**config.mk**
```make
export PLATFORM = sky130hd
export DESIGN_NAME = wb_arbiter
export DESIGN_NICKNAME = d
export VERILOG_FILES = /design/src/rtl/wb_arbiter.sv
export SDC_FILE = /design/constraint.sdc
export NUM_CORES = 1
export LEC_CHECK = 0
export ABC_AREA = 0
export CORE_MARGIN = 4
export CORE_UTILIZATION = 40
export DETAILED_ROUTE_END_ITERATION = 8
export GPL_TIMING_DRIVEN = 0
export PLACE_DENSITY = 0.75
export SLEW_MARGIN = 5
export SYNTH_ARGS = -nofsm -noshare
export SYNTH_HDL_FRONTEND = slang
export SYNTH_SLANG_ARGS = --single-unit
export TNS_END_PERCENT = 20
```
**constraint.sdc**
```tcl
create_clock -name clk_i -period 3.7 [get_ports clk_i]
set_input_delay 0.74 -clock clk_i [delete_from_list [all_inputs] [get_ports clk_i]]
set_output_delay 0.74 -clock clk_i [all_outputs]
set_load 0.02 [all_outputs]
```
**src/rtl/wb_arbiter.sv**
```systemverilog
// Register-file write-port arbiter: in-order pipeline writeback vs. buffered
// MDU results. The buffer drains into idle slots. A starvation limit or a full
// buffer forces the buffer head to win, which stalls the pipeline for that cycle.
module wb_arbiter #(
   parameter int XLEN     = 32,
   parameter int REGW     = 5,
   parameter int DEPTH    = 2,
   parameter int MAX_WAIT = 4
) (
   input  logic                   clk_i,
   input  logic                   rst_ni,
   input  logic                   pipe_valid_i,
   input  logic                   pipe_we_i,
   input  logic [REGW-1:0]        pipe_rd_i,
   input  logic [XLEN-1:0]        pipe_data_i,
   input  logic                   mdu_valid_i,
   input  logic [REGW-1:0]        mdu_rd_i,
   input  logic [XLEN-1:0]        mdu_data_i,
   output logic                   mdu_ready_o,
   output logic                   stall_o,
   output logic                   rf_we_o,
   output logic [REGW-1:0]        rf_waddr_o,
   output logic [XLEN-1:0]        rf_wdata_o,
   output logic [(1<<REGW)-1:0]   busy_mask_o
);

   localparam int PW = (DEPTH > 1) ? $clog2(DEPTH) : 1;
   localparam int CW = $clog2(DEPTH + 1);
   localparam int SW = $clog2(MAX_WAIT + 1);

   // circular buffer storage plus a per-slot valid bit for the busy mask
   logic [REGW-1:0]  rd_q   [DEPTH];
   logic [XLEN-1:0]  data_q [DEPTH];
   logic [DEPTH-1:0] vld_q, vld_d;
   logic [PW-1:0]    head_q, head_d, tail_q, tail_d;
   logic [CW-1:0]    count_q, count_d;
   logic [SW-1:0]    starve_q, starve_d;

   logic             rf_we_q, rf_we_d;
   logic [REGW-1:0]  rf_waddr_q, rf_waddr_d;
   logic [XLEN-1:0]  rf_wdata_q, rf_wdata_d;

   logic pipe_cand, buf_cand, buf_win, push, pop;

   function automatic logic [PW-1:0] nxt(input logic [PW-1:0] p);
      return (p == PW'(DEPTH - 1)) ? '0 : p + 1'b1;
   endfunction

   // arbitration decision; ready looks at registered count only (no pass-through)
   always_comb begin
      pipe_cand   = pipe_valid_i && pipe_we_i && (pipe_rd_i != '0);
      buf_cand    = (count_q != '0);
      buf_win     = buf_cand && (!pipe_cand || (starve_q == SW'(MAX_WAIT)) ||
                                 (count_q == CW'(DEPTH)));
      stall_o     = pipe_cand && buf_win;
      mdu_ready_o = (count_q < CW'(DEPTH));
      pop         = buf_win;
      // rd=0 completes the handshake but stores nothing
      push        = mdu_valid_i && mdu_ready_o && (mdu_rd_i != '0);
   end

   // buffer pointers, occupancy, starvation counter and write-port next state
   always_comb begin
      head_d     = head_q;
      tail_d     = tail_q;
      vld_d      = vld_q;
      count_d    = count_q;
      starve_d   = starve_q;
      rf_we_d    = 1'b0;
      rf_waddr_d = rf_waddr_q;
      rf_wdata_d = rf_wdata_q;
      if (pop) begin
         head_d        = nxt(head_q);
         vld_d[head_q] = 1'b0;
      end
      if (push) begin
         tail_d        = nxt(tail_q);
         vld_d[tail_q] = 1'b1;
      end
      if (push && !pop)      count_d = count_q + 1'b1;
      else if (!push && pop) count_d = count_q - 1'b1;
      // a non-empty buffer that did not pop has lost this cycle
      if (pop || !buf_cand)                   starve_d = '0;
      else if (starve_q != SW'(MAX_WAIT))     starve_d = starve_q + 1'b1;
      if (buf_win) begin
         rf_we_d    = 1'b1;
         rf_waddr_d = rd_q[head_q];
         rf_wdata_d = data_q[head_q];
      end else if (pipe_cand) begin
         rf_we_d    = 1'b1;
         rf_waddr_d = pipe_rd_i;
         rf_wdata_d = pipe_data_i;
      end
   end

   // control state and registered write port
   always_ff @(posedge clk_i or negedge rst_ni) begin
      if (!rst_ni) begin
         head_q     <= '0;
         tail_q     <= '0;
         vld_q      <= '0;
         count_q    <= '0;
         starve_q   <= '0;
         rf_we_q    <= 1'b0;
         rf_waddr_q <= '0;
         rf_wdata_q <= '0;
      end else begin
         head_q     <= head_d;
         tail_q     <= tail_d;
         vld_q      <= vld_d;
         count_q    <= count_d;
         starve_q   <= starve_d;
         rf_we_q    <= rf_we_d;
         rf_waddr_q <= rf_waddr_d;
         rf_wdata_q <= rf_wdata_d;
      end
   end

   // payload storage; validity lives in vld_q, so no reset is needed here
   always_ff @(posedge clk_i) begin
      if (push) begin
         rd_q[tail_q]   <= mdu_rd_i;
         data_q[tail_q] <= mdu_data_i;
      end
   end

   // one-hot OR of destinations currently held in the buffer
   always_comb begin
      busy_mask_o = '0;
      for (int i = 0; i < DEPTH; i++)
         if (vld_q[i]) busy_mask_o[rd_q[i]] = 1'b1;
   end

   assign rf_we_o    = rf_we_q;
   assign rf_waddr_o = rf_waddr_q;
   assign rf_wdata_o = rf_wdata_q;

endmodule

```
==> flow_summary.json <==
{
  "power.internal_w": 0.00402,
  "crit_fanout": 10,
  "cts_repair_resize_count": 1,
  "yosysWarnings": 0,
  "die_h_microns": 123,
  "drt_iter0_drc": 200,
  "p_switching_w": 0.00203,
  "synth_fp_nets": 477,
  "synth_seq_area_share": 0.643,
  "area_delta_synth_final_pct": 45.4,
  "grt.total_usage": 0.195,
  "num_vias": 4124,
  "p_per_area_mw_per_mm2": 788,
  "cts.htree.levels": 4,
  "cts_tree": "done",
  "grt_max_degree": 26,
  "cts_sinks": 121,
  "fillers": 1038,
  "post-route-util": 0.601,
  "crit_required_ps": 2960,
  "overflow": 0,
  "initial_core_util": 0.413,
  "ios": 151,
  "dp_slack_ps": -9.24,
  "antenna_found_initial": 1,
  "numCtsBuffers": 17,
  "period_needed_ps": 3550,
  "grt_pass1_wl_microns": 22200,
  "period_share": 0.958,
  "comb_power_share": 0.385,
  "outcome": "completed",
  "pwr-share-seq": 0.342,
  "synth_edf_count": 74,
  "finalClockSkew_ps": 12.2,
  "via_per_inst": 5.48,
  "p_sw_frac": 0.335,
  "drive_gt1_frac": 0.116,
  "clockBufferDepth": 2,
  "core_sq_mm": 0.0128,
  "cp-start-kind": "input pin",
  "post_cts.repair.setup_buffers": 0,
  "drv_slew": 0,
  "synthArstFlopShare": 0.388,
  "fp.dieW_microns": 123,
  "critPathArrivalTime_ps": 2810,
  "synth_cells": 395,
  "leakage_nw": 2.86,
  "fmax_mhz": 282,
  "max_slew.worst_pin.slew_ps": 607,
  "die_area_sq_mm": 0.0151,
  "hp-class": "input pin to asynchronous set/reset pin",
  "first_global_vias": 4338,
  "routedWlPerCell_microns": 19.0,
  "yosysUniqueCellTypes": 42,
  "cts_hold_buffers": 0,
  "remaining_drc_errors": 0,
  "hold_viol": 0,
  "dp_hpwl_microns": 10500,
  "mostFrequentLayoutCells": "clkdlybuf4s50_1 (149), edfxtp_1 (74), dfrtp_1 (47), nand2_1 (37), nand3_1 (37)",
  "slew_headroom": 0.595,
  "clkLatencyLatePin_ps": 400,
  "nNetsFinal": 649,
  "clockRootBuffer": "clkbuf_16",
  "core.rowCount": 41,
  "syn_avg_cell_area_sq_um": 13.4,
  "rsz0062_at_grt": "no",
  "drv_cap": 0,
  "ant_nets": 0,
  "gp_congestion": 0.846,
  "cts.reportedPaths.clkPinSlew_ps": 50,
  "diodes": 0,
  "layout_commonest_cell": "clkdlybuf4s50_1",
  "critPathKind": "input pin to output pin",
  "power.total_w": 0.00605,
  "place_inst": 720,
  "synth_seq_cells": 121,
  "p_clk_frac": 0.273,
  "port-buffer-count": 150,
  "wl_microns": 14300,
  "ir_drop_uv": 377,
  "setup_slack_ps": 155,
  "synthFlopType": "edfxtp_1",
  "synth_area_sq_mm": 0.00528,
  "cp-end-kind": "output pin",
  "final_cells": 752,
  "drt_pre_antenna_iters": 5,
  "setup_violations": 0
}
-- metal layers --
metal	up-vias	track usage	part of all wire
met4	2	0.0644	0.016
met3	24	0.0522	0.074
met1	2022	0.230	0.39
met2	186	0.345	0.52
met5	-	0	0.00091
li1	1890	-	-
-- through the flow --
| step | TNS, ps | hold slack, ps | instance area, sq um |
|---|---|---|---|
| final | 0 | 346 | 7680 |
| after global routing | 0 | 386 | 7680 |
| after CTS | 0 | 349 | 7670 |
| after detailed placement | -9.24 | 468 | 7070 |
| after global placement | -37940 | 455 | 7000 |
| after floorplan | 0 | 439 | 5280 |
-- synthesized netlist by cell type, types with 5 or more instances --
cell / n / area share
edfxtp_1: 74 / 0.42
dfrtp_1: 47 / 0.22
nand2_1: 37 / 0.026
nand3_1: 37 / 0.035
mux2i_1: 36 / 0.068
o22ai_1: 33 / 0.039
o221ai_1: 29 / 0.048
clkbuf_1: 12 / 0.0085
buf_2: 10 / 0.0095
nand3b_1: 10 / 0.014
nor2_1: 8 / 0.0057
a221o_1: 5 / 0.0095
or3b_2: 5 / 0.0083
-- flip-flops by register name, summed over array words and instances (netlist names) --
signal and flops:
starve_q 3, data_q 64, vld_q 2, head_q 1, rd_q 10, rf_we_o 1
rf_wdata_o 32, rf_waddr_o 5, tail_q 1, count_q 2
-- power by group through the flow --
stage | Clock [W] | Combinational (W) | Sequential (W)
after floorplan | 0 | 0.00113 | 0.00231
after global placement | 0 | 0.00225 | 0.00208
after detailed placement | 0 | 0.00236 | 0.00209
after CTS | 0.00168 | 0.00237 | 0.00207
after global routing | 0.00174 | 0.00251 | 0.00211
final | 0.00165 | 0.00233 | 0.00207
-- worst paths after layout --
check,startpoint,to,slack [ps],cells after the start
min in group clk_i,starve_q[0]$_DFFE_PN0P_,starve_q[0]$_DFFE_PN0P_,480,1
max in group asynchronous,rst_ni,tail_q$_DFFE_PN0N_,2800,2
min reg2reg,starve_q[0]$_DFFE_PN0P_,starve_q[0]$_DFFE_PN0P_,480,1
min,rst_ni,rf_wdata_o[29]$_DFFE_PN0P_,350,1
max reg2reg,starve_q[0]$_DFFE_PN0P_,count_q[1]$_DFFE_PN0P_,1450,11
max,pipe_rd_i[1],stall_o,150,7
-- cell families after synthesis --
group	count (synthesis)	share of synthesized area
compound gates	77	0.119
simple gates	117	0.114
fa+ha+maj	3	0.00711
flops	121	0.643
buf+inv	34	0.0353
xor+xnor	5	0.00829
mux	38	0.0725
-- cell type report --
type                       instances  area, sq um  share of cell area
buffer                            29          163              0.0212
clock buffer                      23          478              0.0623
clock inverter                     9          123              0.0160
inverter                           5         23.8             0.00310
multi-input combinational        240         1710               0.223
sequential                       121         3400               0.443
tap                              172          215              0.0280
timing repair buffer             153         1560               0.204
-- worst max-delay path, stage by stage --
cell	delay, ps
clkdlybuf4s50_1	460
nor3_4	260
a21o_2	250
buf_4	220
buf_2	250
nor2_1	80
clkdlybuf4s50_1	540
Note: power is estimated with default switching activity, not from simulation.
